<file path="src/rtl/snake_pkg.sv">
// Shared types and PS/2 set-2 scancodes for the snake game input path.
package snake_pkg;

  typedef enum logic [1:0] {
    UP    = 2'd0,
    DOWN  = 2'd1,
    LEFT  = 2'd2,
    RIGHT = 2'd3
  } dir_t;

  typedef enum logic [1:0] {
    RX_IDLE,
    RX_DATA,
    RX_PARITY,
    RX_STOP
  } rx_state_t;

  typedef enum logic [1:0] {
    CMD_NONE,
    CMD_DIR,
    CMD_PAUSE,
    CMD_START
  } cmd_t;

  typedef struct packed {
    cmd_t cmd;
    dir_t dir;
  } lookup_t;

  localparam logic [7:0] SC_E0     = 8'hE0;
  localparam logic [7:0] SC_F0     = 8'hF0;
  localparam logic [7:0] SC_UP_ARW = 8'h75;
  localparam logic [7:0] SC_DN_ARW = 8'h72;
  localparam logic [7:0] SC_LT_ARW = 8'h6B;
  localparam logic [7:0] SC_RT_ARW = 8'h74;
  localparam logic [7:0] SC_W      = 8'h1D;
  localparam logic [7:0] SC_S      = 8'h1B;
  localparam logic [7:0] SC_A      = 8'h1C;
  localparam logic [7:0] SC_D      = 8'h23;
  localparam logic [7:0] SC_SPACE  = 8'h29;
  localparam logic [7:0] SC_ENTER  = 8'h5A;

  // Maps a make code to a game command; ext selects the E0-prefixed table.
  function automatic lookup_t sc_lookup(input logic ext, input logic [7:0] code);
    lookup_t r;
    r.cmd = CMD_NONE;
    r.dir = UP;
    if (ext) begin
      case (code)
        SC_UP_ARW: begin r.cmd = CMD_DIR; r.dir = UP;    end
        SC_DN_ARW: begin r.cmd = CMD_DIR; r.dir = DOWN;  end
        SC_LT_ARW: begin r.cmd = CMD_DIR; r.dir = LEFT;  end
        SC_RT_ARW: begin r.cmd = CMD_DIR; r.dir = RIGHT; end
        default: ;
      endcase
    end else begin
      case (code)
        SC_W:     begin r.cmd = CMD_DIR; r.dir = UP;    end
        SC_S:     begin r.cmd = CMD_DIR; r.dir = DOWN;  end
        SC_A:     begin r.cmd = CMD_DIR; r.dir = LEFT;  end
        SC_D:     begin r.cmd = CMD_DIR; r.dir = RIGHT; end
        SC_SPACE: r.cmd = CMD_PAUSE;
        SC_ENTER: r.cmd = CMD_START;
        default: ;
      endcase
    end
    return r;
  endfunction

endpackage

</file>
<file path="src/rtl/ps2_frame_rx.sv">
// PS/2 frame receiver: pin synchronizers, clock glitch filter, frame FSM and
// partial-frame timeout. Emits one-cycle byte_valid / frame_err pulses.
module ps2_frame_rx
  import snake_pkg::*;
#(
  parameter int unsigned FILT_LEN    = 4,
  parameter int unsigned TIMEOUT_CYC = 50000
) (
  input  logic       clk,
  input  logic       rst,
  input  logic       ps2_clk,
  input  logic       ps2_dat,
  output logic       byte_valid,
  output logic [7:0] rx_byte,
  output logic       frame_err
);

  localparam int unsigned FW = (FILT_LEN > 1) ? $clog2(FILT_LEN) : 1;
  localparam int unsigned TW = $clog2(TIMEOUT_CYC + 1);

  logic [1:0]    clk_sync, dat_sync;
  logic          clk_filt;
  logic [FW-1:0] filt_cnt;
  logic          edge_any, edge_fall, dat_smp;

  rx_state_t     state, state_n;
  logic [2:0]    bit_cnt, bit_cnt_n;
  logic [7:0]    shreg, shreg_n;
  logic          par_ok, par_ok_n;
  logic          byte_valid_n, frame_err_n;
  logic [TW-1:0] to_cnt;
  logic          timeout;

  // Pins idle high, so synchronizers and filter reset to 1 to avoid a false edge.
  always_ff @(posedge clk or posedge rst) begin
    if (rst) begin
      clk_sync  <= '1;
      dat_sync  <= '1;
      clk_filt  <= 1'b1;
      filt_cnt  <= '0;
      edge_any  <= 1'b0;
      edge_fall <= 1'b0;
      dat_smp   <= 1'b1;
    end else begin
      clk_sync  <= {clk_sync[0], ps2_clk};
      dat_sync  <= {dat_sync[0], ps2_dat};
      edge_any  <= 1'b0;
      edge_fall <= 1'b0;
      if (clk_sync[1] != clk_filt) begin
        if (filt_cnt == FW'(FILT_LEN - 1)) begin
          clk_filt  <= clk_sync[1];
          filt_cnt  <= '0;
          edge_any  <= 1'b1;
          edge_fall <= clk_filt;
          dat_smp   <= dat_sync[1];
        end else begin
          filt_cnt <= filt_cnt + 1'b1;
        end
      end else begin
        filt_cnt <= '0;
      end
    end
  end

  always_ff @(posedge clk or posedge rst) begin
    if (rst) begin
      to_cnt <= '0;
    end else if (state == RX_IDLE || edge_any) begin
      to_cnt <= '0;
    end else if (!timeout) begin
      to_cnt <= to_cnt + 1'b1;
    end
  end

  assign timeout = (state != RX_IDLE) && !edge_any && (to_cnt == TW'(TIMEOUT_CYC - 1));

  always_ff @(posedge clk or posedge rst) begin
    if (rst) begin
      state      <= RX_IDLE;
      bit_cnt    <= '0;
      shreg      <= '0;
      par_ok     <= 1'b0;
      byte_valid <= 1'b0;
      frame_err  <= 1'b0;
    end else begin
      state      <= state_n;
      bit_cnt    <= bit_cnt_n;
      shreg      <= shreg_n;
      par_ok     <= par_ok_n;
      byte_valid <= byte_valid_n;
      frame_err  <= frame_err_n;
    end
  end

  always_comb begin
    state_n      = state;
    bit_cnt_n    = bit_cnt;
    shreg_n      = shreg;
    par_ok_n     = par_ok;
    byte_valid_n = 1'b0;
    frame_err_n  = 1'b0;
    if (timeout) begin
      state_n     = RX_IDLE;
      frame_err_n = 1'b1;
    end else if (edge_fall) begin
      case (state)
        RX_IDLE: begin
          if (dat_smp) begin
            frame_err_n = 1'b1;
          end else begin
            state_n   = RX_DATA;
            bit_cnt_n = '0;
          end
        end
        RX_DATA: begin
          shreg_n   = {dat_smp, shreg[7:1]};
          bit_cnt_n = bit_cnt + 3'd1;
          if (bit_cnt == 3'd7) state_n = RX_PARITY;
        end
        RX_PARITY: begin
          par_ok_n = ^{shreg, dat_smp};
          state_n  = RX_STOP;
        end
        RX_STOP: begin
          if (dat_smp && par_ok) byte_valid_n = 1'b1;
          else                   frame_err_n  = 1'b1;
          state_n = RX_IDLE;
        end
        default: state_n = RX_IDLE;
      endcase
    end
  end

  assign rx_byte = shreg;

endmodule

</file>
<file path="src/rtl/ps2_dir_decoder.sv">
// PS/2 keyboard front end for snake_top: turns received make codes into
// one-cycle direction / pause / start commands and exports the last scancode.
module ps2_dir_decoder
  import snake_pkg::*;
#(
  parameter int unsigned FILT_LEN    = 4,
  parameter int unsigned TIMEOUT_CYC = 50000
) (
  input  logic       clk,
  input  logic       rst,
  input  logic       ps2_clk,
  input  logic       ps2_dat,
  output logic       dir_valid,
  output dir_t       dir,
  output logic       pause_pulse,
  output logic       start_pulse,
  output logic [7:0] scancode,
  output logic       frame_err
);

  logic       byte_valid;
  logic [7:0] rx_byte;
  logic       rx_err;
  logic       ext, brk;
  lookup_t    lk;

  ps2_frame_rx #(
    .FILT_LEN   (FILT_LEN),
    .TIMEOUT_CYC(TIMEOUT_CYC)
  ) u_rx (
    .clk       (clk),
    .rst       (rst),
    .ps2_clk   (ps2_clk),
    .ps2_dat   (ps2_dat),
    .byte_valid(byte_valid),
    .rx_byte   (rx_byte),
    .frame_err (rx_err)
  );

  always_comb lk = sc_lookup(ext, rx_byte);

  always_ff @(posedge clk or posedge rst) begin
    if (rst) begin
      dir_valid   <= 1'b0;
      dir         <= UP;
      pause_pulse <= 1'b0;
      start_pulse <= 1'b0;
      scancode    <= '0;
      frame_err   <= 1'b0;
      ext         <= 1'b0;
      brk         <= 1'b0;
    end else begin
      dir_valid   <= 1'b0;
      pause_pulse <= 1'b0;
      start_pulse <= 1'b0;
      frame_err   <= rx_err;
      if (byte_valid) begin
        scancode <= rx_byte;
        if (rx_byte == SC_E0) begin
          ext <= 1'b1;
        end else if (rx_byte == SC_F0) begin
          brk <= 1'b1;
        end else begin
          // Any terminal byte closes the prefix sequence; a release emits nothing.
          ext <= 1'b0;
          brk <= 1'b0;
          if (!brk) begin
            case (lk.cmd)
              CMD_DIR: begin
                dir_valid <= 1'b1;
                dir       <= lk.dir;
              end
              CMD_PAUSE: pause_pulse <= 1'b1;
              CMD_START: start_pulse <= 1'b1;
              default: ;
            endcase
          end
        end
      end
    end
  end

endmodule

</file>
<file path="config.mk">
export PLATFORM = sky130hd
export DESIGN_NAME = ps2_dir_decoder
export DESIGN_NICKNAME = d
export VERILOG_FILES = /design/src/rtl/snake_pkg.sv /design/src/rtl/ps2_frame_rx.sv /design/src/rtl/ps2_dir_decoder.sv
export SDC_FILE = /design/constraint.sdc
export NUM_CORES = 1
export LEC_CHECK = 0
export ABC_AREA = 1
export CAP_MARGIN = 15
export CORE_MARGIN = 1
export CORE_UTILIZATION = 63
export DETAILED_ROUTE_END_ITERATION = 6
export PLACE_DENSITY = 0.84
export SYNTH_ARGS = -nofsm -noshare
export SYNTH_HDL_FRONTEND = slang
export SYNTH_SLANG_ARGS = --single-unit
</file>
<file path="constraint.sdc">
create_clock -name clk -period 5.8 [get_ports clk]
set_clock_uncertainty 0.15 [all_clocks]
set_input_delay 1.16 -clock clk [delete_from_list [all_inputs] [get_ports clk]]
set_output_delay 1.16 -clock clk [all_outputs]
set_load 0.05 [all_outputs]
</file>
-- Yosys cells after proc, flatten, opt, wreduce, memory -nomap -nowiden
Cells that the tools add are included.
Widths: inputs -> output; s select.
- ROM bits: 0
- register bits: 58
- logic and storage cells: 121
- bits in latches: 0
- memories: 0
- memory bits (writable): 0
- output and inout bits: 14
- reductions and logical operators: 19
- multipliers: 0
- div/mod/pow operators: 0
- add/subtract/negate cells: 3
- $lt $le $gt $ge: 0
- shifts and indexed selects: 0
- bitwise logic cells: 4
- eq/ne operators: 27
- muxes and demuxes: 46
- operators by type and width (operator ; number):
    $eq 8x7->1 const B ; 5
    $mux 16 ; 2
    $mux 1 ; 30
    $eq 8x5->1 const B ; 3
    $add 16x1->16 const B ; 1
    $eq 16x16->1 const B ; 1
    $eq 8x6->1 const B ; 2
    $eq 8x8->1 const B ; 2
    $mux 2 ; 6
    $pmux 2 s3 ; 2
    $pmux 3 s4 ; 1
    $eq 2x2->1 const B ; 5
    $reduce_and 3->1 ; 3
    $reduce_xor 9->1 ; 1
    $pmux 2 s4 ; 1
    $ne 2x2->1 const B ; 3
    $pmux 3 s2 ; 1
    $reduce_and 2->1 ; 3
    $reduce_bool 2->1 ; 3
    $reduce_and 5->1 ; 1
    $eq 2x1->1 const B ; 2
    $mux 4 ; 1
    $not 1->1 ; 4
    $reduce_and 4->1 ; 1
    13 further kinds ; 15

-- Logic depth before layout (Yosys ltp)
Gate-level depths: netlist (run 1).
- word-level depth: 10
- gate-level depth with buffers: 11
- mapped depth without buffers: 11

-- Hierarchy
Synthesis (run 1) repeated with hierarchy kept, for this count alone.
- cells, all modules: 375
- area total of the unflattened synthesis: 3084.2 sq um
- modules (own cells, without submodules) (module ; times used ; sequential area each (sq um) ; area each (sq um) ; cells an instance):
    ps2_frame_rx ; 1 ; 1058.5 ; 2140.8 ; 249
    ps2_dir_decoder ; 1 ; 400.4 ; 943.4 ; 126

-- Least setup slack after synthesis (run 1)
Ideal clock, no wire load.
- kind: flip-flop to output port
- start: reg dir[0]
- end: out dir[0]
- stages on the path, launching flop included: 1
- data required time: 4490 ps
- data arrival time: 600 ps
- path slack: 3890 ps
- path buffers: 0
- cells stage by stage: dfrtp_1
- RTL lines (element ; RTL line ; source):
    start: declaration ; ps2_dir_decoder.sv:14 ; output dir_t dir,
    start signal: assignment ; ps2_dir_decoder.sv:71 ; dir <= lk.dir;
No word-level cell between the ends.

-- Worst setup path in the final report (run 1)
- start: reg scancode[6]
- end: out scancode[6]
- RTL lines (element ; RTL line ; source):
    start: declaration ; ps2_dir_decoder.sv:17 ; output logic [7:0] scancode,
    start signal: assignment ; ps2_dir_decoder.sv:58 ; scancode <= rx_byte;
No word-level cell between the ends.

==> flow_summary.yaml, run 1 <==
detailed_routing:
  via_per_inst: 5.35
  drt-total-wl_um: 5430
  drc_errors: 0
  first_pass_iters: 4
  wire_per_inst_um: 12.5
  first_iter_violations: 151
  final_antenna_net_count: 0
  vias: 2322
placed_design:
  pre_cts_slack_ns: 3.35
  dp_hpwl_um: 3840
  place_congestion: 0.855
  io_buffers: 17
  place_area_sq_mm: 0.00312
finish:
  filler_cell_count: 318
  drive_above_1_share_pct: 9.69
  fin_util_pct: 75.4
  antenna_cells: 0
  area_delta_synth_final_pct: 14.0
  fin_nets: 391
  final_area_sq_mm: 0.00331
timing:
  setup_viol: 0
  tightest_slew_ns: 0.916
  drv_slew: 0
  finalWorstSetupSlack_ns: 2.99
  fmax_mhz: 356
  rsz0062_at_grt: "false"
  hold_viol_final: 0
  period_minus_slack_ns: 2.81
  fin_crit_sh_pct: 48.4
  final.setup.tns_ns: 0
  relSlewSlack_pct: 38.7
setup_path:
  crit_chain: "clkdlybuf4s50_1"
  path_max_fanout: 2
  end_kind: "output port"
  r2r_slack_ns: 3.50
  slowest_stage: "clkdlybuf4s50_1"
  path_class: "reg -> out"
  reg2reg_from: "u_rx.state[0]$_DFFE_PP0P_"
  cpLargestDelayFamily: "buffers and inverters"
  path_buf_inv: 1
  start_kind: "flop"
  critical-path-max-stage-delay_ns: 0.80
  timing.rr.end: "u_rx.bit_cnt[0]$_DFFE_PP0P_"
  crit_required_ns: 4.49
  reg2reg_depth: 9
  worstPathArrival_ns: 1.50
logic_synthesis:
  yosysTopAreaCell: "dfrtp_1"
  yosysWarnings: 0
  synth_edf_count: 0
  synth.most_common_cell: "nand2_1"
  synth_nets: 365
  ys_seq_area_share_pct: 50.3
  netlist_top_cells_count: "nand2_1, dfrtp_1, nor2_1, inv_1, o21ai_0"
  syn_inst: 353
  synth_area_sq_mm: 0.00290
  ys.flop_type: "dfrtp_1"
  yosys-top-cells-area: "dfrtp_1, nand2_1, nor2_1"
  synth.distinct_cells: 26
  ys_ff_latch: 58
  async_flop_share_pct: 100
  synth_top_area_share_pct: 44.9
  postSynthAreaPerCell_sq_um: 8.22
die:
  design.core.area_sq_mm: 0.00438
  die-area_sq_mm: 0.00488
  num_io_pins: 18
  initial_core_util_pct: 66.2
  die_w_um: 69.9
  rows: 24
  fp.dieH_um: 69.9
min_path:
  hold_start: "u_rx.frame_err$_DFF_PP0_"
  hold_class: "reg -> reg"
  holdPathStages: 0
  hold_end: "frame_err$_DFF_PP0_"
run:
  maxCapViolations: 0
grt:
  overflow: 0
  use_met2_pct: 42.8
  track_usage_pct: 25.9
  grt_max_degree: 59
  met3_usage_pct: 5.05
  grt_pass1_vias: 2365
  met1_usage_pct: 30.6
  busiest_layer: "met2"
  antenna_found_initial: 0
  grt_pass1_wl_um: 9780
cts:
  cts_sinks: 58
  clk_latency_ns: 0.34
  numCtsBuffers: 9
  hold_buffers: 0
  clk_pin_slew_ns: 0.07
  cts_tree: "yes"
  ctsResizeCount: 0
  h-tree-depth: 3
  root_buffer: "clkbuf_8"
  cts_setup_buffers: 0
  clock_path_buffers: 2
power_and_ir_drop:
  p_leak_nw: 1.63
  cellPowerDensity_mw_per_mm2: 307
  ir_drop_uv: 228
status:
  status: "finished clean"
## layout by cell type (no fill, tap or decap)
master	count
dfstp_2	6
ha_1	8
o21a_1	2
xnor2_1	4
nand3_4	1
a31oi_1	1
nor2_2	1
nor2_1	47
inv_2	1
or2_2	1
buf_4	1
o21ai_2	8
clkinv_2	2
bufinv_16	1
nand2_1	96
a21oi_1	10
o21ai_0	27
and2_4	1
nand4_1	7
nand2_4	1
nor3_1	4
xor2_1	4
nor3_2	1
dfrtp_1	52
and2_1	1
inv_1	39
clkdlybuf4s50_1	17
clkbuf_8	11
nor2_8	1
nand3_1	26
## where the power goes
| group | internal [mW] | switching, mW | total, mW |
|---|---|---|---|
| Sequential | 0.440 | 0.0261 | 0.466 |
| Combinational | 0.0598 | 0.121 | 0.181 |
| Clock | 0.215 | 0.153 | 0.368 |
## flip-flops by register name, summed over array words and instances (netlist names), 2 cells and up
name / count
dir: 2
u_rx.rx_byte: 8
scancode: 8
u_rx.dat_sync: 2
u_rx.filt_cnt: 2
u_rx.clk_sync: 2
u_rx.state: 2
u_rx.to_cnt: 16
u_rx.bit_cnt: 3
## final cells by class
cell class / instances / area [sq um] / area share (%)
repair buffers: 18 / 178 / 5.37
flip-flops and latches: 58 / 1460 / 44.1
multi-input cells: 252 / 1260 / 38.2
well taps: 52 / 65.1 / 1.97
inverters: 40 / 150 / 4.54
clock inverters: 3 / 40.0 / 1.21
clock buffers: 11 / 151 / 4.58
## logic make-up (layout without fill, tap and decap cells)
logic type	Yosys count	count (layout)	share of synthesized area, %
AO/OA/AOI/OAI	48	48	9.53
flip-flops	58	58	50.3
buffers and inverters	43	72	6.13
AND/OR/NAND/NOR	188	188	28.2
XOR/XNOR	8	8	2.42
adder cells (fa/ha/maj)	8	8	3.45
## per-layer routing
layer  part of all wire, %  vias up
met3                   5.4       10
met2                    49       64
li1                      -     1181
met4                   2.2        0
met5                     0        -
met1                    44     1067
## through the flow
stage | instances | hold slack, ns | power [mW]
after floorplan | 353 | 0.181 | 0.611
after global placement | 420 | 0.199 | 0.644
after detailed placement | 420 | 0.198 | 0.651
after CTS | 434 | 0.208 | 1.02
after global routing | 434 | 0.213 | 1.07
final | 434 | 0.205 | 1.01
## worst max path at each step
| stage | slack, ns | to | from | depth (start not counted) |
|---|---|---|---|---|
| after floorplan | 3.07 | brk$_DFFE_PP0P_ | rst | 1 |
| after global placement | 3.38 | dir[0] | dir[0]$_DFFE_PP0P_ | 1 |
| after detailed placement | 3.35 | scancode[6] | scancode[6]$_DFFE_PP0P_ | 1 |
| after CTS | 2.97 | scancode[6] | scancode[6]$_DFFE_PP0P_ | 1 |
| after global routing | 2.96 | scancode[1] | scancode[1]$_DFFE_PP0P_ | 1 |
| final | 2.99 | scancode[6] | scancode[6]$_DFFE_PP0P_ | 1 |
## worst reg2reg max path: stages (launching register included)
cell and delay [ns]:
dfrtp_1 0.40, inv_1 0.08, ha_1 0.24, nor2_1 0.72, nand3_4 0.20, nand2_4 0.15
inv_1 0.08, nand2_1 0.10, nand2_1 0.06, nand2_1 0.06
No activity file was read; power rests on OpenSTA's default activity.
==> inputs of run 2 (changes only) <==
- CORE_UTILIZATION: 63 -> 59
- PLACE_DENSITY: 0.84 -> 0.79
- clock period: 5.8 -> 2.75 ns (I/O delays scaled with it)
==> run 2 against run 1 <==
Effect of this change: hold slack better by 0.0035 ns; routed wire length is 3.6% higher; sequential share of layout area is 0.84 points lower; largest cell class unchanged; non-clock buffer count is 1 higher; final area is 1.9% higher; total power is 120% higher; worst setup slack worse by 2.4 ns; clock-buffer cell count is 4 higher; die area is 6.6% higher; critical endpoint is now scancode[1]; critical path depth stayed put; flip-flop and latch count stayed put; largest power group unchanged; final cell count is 4.1% higher.
==> flow_summary.yaml, run 2 (synthesis results as in run 1) <==
setup_path:
  worstPathArrival_ns: 1.49
  timing.rr.end: "u_rx.bit_cnt[2]$_DFFE_PP0P_"
  end_kind: "output port"
  slowest_stage: "clkdlybuf4s50_1"
  r2r_slack_ns: 0.78
  reg2reg_depth: 9
  start_kind: "flop"
  path_class: "reg -> out"
  path_buf_inv: 1
  path_max_fanout: 2
  critical-path-max-stage-delay_ns: 0.80
  crit_chain: "clkdlybuf4s50_1"
  crit_required_ns: 2.05
  cpLargestDelayFamily: "buffers and inverters"
  reg2reg_from: "u_rx.state[0]$_DFFE_PP0P_"
timing:
  hold_viol_final: 0
  fin_crit_sh_pct: 79.6
  period_minus_slack_ns: 2.19
  final.setup.tns_ns: 0
  rsz0062_at_grt: "false"
  tightest_slew_ns: 0.560
  drv_slew: 0
  finalWorstSetupSlack_ns: 0.560
  fmax_mhz: 457
  setup_viol: 0
  hold_ws_ns: 0.208
  relSlewSlack_pct: 62.6
grt:
  met1_usage_pct: 29.9
  grt_pass1_wl_um: 9920
  overflow: 0
  use_met2_pct: 42.6
  grt_pass1_vias: 2328
  busiest_layer: "met2"
  grt_max_degree: 35
  track_usage_pct: 25.3
  met3_usage_pct: 6.67
  antenna_found_initial: 0
die:
  die-area_sq_mm: 0.00520
  initial_core_util_pct: 61.4
  fp.dieH_um: 72.1
  num_io_pins: 18
  design.core.area_sq_mm: 0.00472
  die_w_um: 72.1
  rows: 25
cts:
  hold_buffers: 0
  cts_sinks: 58
  clock_path_buffers: 2
  cts_setup_buffers: 0
  cts_tree: "yes"
  clk_pin_slew_ns: 0.06
  h-tree-depth: 3
  root_buffer: "clkbuf_8"
  numCtsBuffers: 9
  ctsResizeCount: 0
  clk_latency_ns: 0.34
finish:
  filler_cell_count: 366
  largest_reg_flops: 16
  antenna_cells: 0
  final_area_sq_mm: 0.00337
  final-instance-count-excl-fill: 452
  final_common_cell: "nand2_1"
  regMostFlops: "u_rx.to_cnt"
  drive_above_1_share_pct: 9.87
  area_delta_synth_final_pct: 16.2
  layout_common_cells: "nand2_1, dfrtp_1, nor2_1"
  fin_nets: 392
placed_design:
  place_congestion: 0.819
  dp_hpwl_um: 4060
  place_area_sq_mm: 0.00315
  dp.cells: 436
  pre_cts_slack_ns: 0.804
  io_buffers: 17
status:
  status: "finished clean"
detailed_routing:
  final_antenna_net_count: 0
  via_per_inst: 5.21
  drc_errors: 0
  first_iter_violations: 164
  wire_per_inst_um: 12.4
  vias: 2353
  first_pass_iters: 5
  drt-total-wl_um: 5620
power_and_ir_drop:
  p_leak_nw: 1.65
  cellPowerDensity_mw_per_mm2: 659
  p_comb_share_pct: 18.1
  p_int_mw: 1.59
  clockPowerShare_pct: 37.6
  switchingPower_uw: 633
  switching_share_pct: 28.5
  power_frac_seq_pct: 44.3
  ir_drop_uv: 510
min_path:
  hold_start: "u_rx.dat_sync[0]$_DFF_PP1_"
  holdPathStages: 0
  hold_class: "reg -> reg"
  hold_end: "u_rx.dat_sync[1]$_DFF_PP1_"
run:
  maxCapViolations: 0
-- run 2: cell count changes in the layout (fill, tap and decap cells not counted) --
cell | previous run | this run
clkbuf_1 | 0 | 2
clkinv_2 | 2 | 0
buf_12 | 0 | 1
clkbuf_8 | 11 | 13
-- run 2: cell type report --
type                    count  area, sq um  share of cell area [%]
flip-flops and latches     58         1460                    43.3
repair buffers             19          198                    5.86
clock inverters             1         30.0                   0.891
inverters                  40          150                    4.45
clock buffers              15          186                    5.53
multi-input cells         252         1260                    37.5
well taps                  67         83.8                    2.49
-- run 2: metal layers --
layer | routed length [um] | vias to the layer above | part of all wire (%)
met4 | 129 | 0 | 2.3
met3 | 241 | 12 | 4.3
met1 | 2470 | 1095 | 44
li1 | - | 1187 | -
met5 | 0 | - | 0
met2 | 2780 | 59 | 49
-- run 2: power groups by stage --
| stage | sequential [mW] | combinational, mW | clock [mW] |
|---|---|---|---|
| finish | 0.984 | 0.402 | 0.835 |
| global route | 0.996 | 0.462 | 0.888 |
| CTS | 0.985 | 0.404 | 0.857 |
| detailed placement | 0.998 | 0.402 | 0 |
| global placement | 0.995 | 0.385 | 0 |
| floorplan | 0.984 | 0.305 | 0 |
-- run 2: how the worst max path moves through the flow --
stage | start | end | slack, ns | cells past startpoint
2_1_floorplan | rst | brk$_DFFE_PP0P_ | 0.63 | 1
3_3_place_gp | u_rx.state[0]$_DFFE_PP0P_ | u_rx.bit_cnt[1]$_DFFE_PP0P_ | 0.91 | 9
3_5_place_dp | u_rx.state[0]$_DFFE_PP0P_ | u_rx.bit_cnt[2]$_DFFE_PP0P_ | 0.80 | 9
4_1_cts | scancode[7]$_DFFE_PP0P_ | scancode[7] | 0.54 | 1
5_1_grt | scancode[3]$_DFFE_PP0P_ | scancode[3] | 0.50 | 1
6_report | scancode[1]$_DFFE_PP0P_ | scancode[1] | 0.56 | 1
-- run 2: stage by stage --
step / total power [mW] / util [%]
floorplan: 1.29 / -
global placement: 1.38 / 66.8
detailed placement: 1.40 / 66.8
CTS: 2.24 / 71.4
global route: 2.35 / 71.4
finish: 2.22 / 71.4
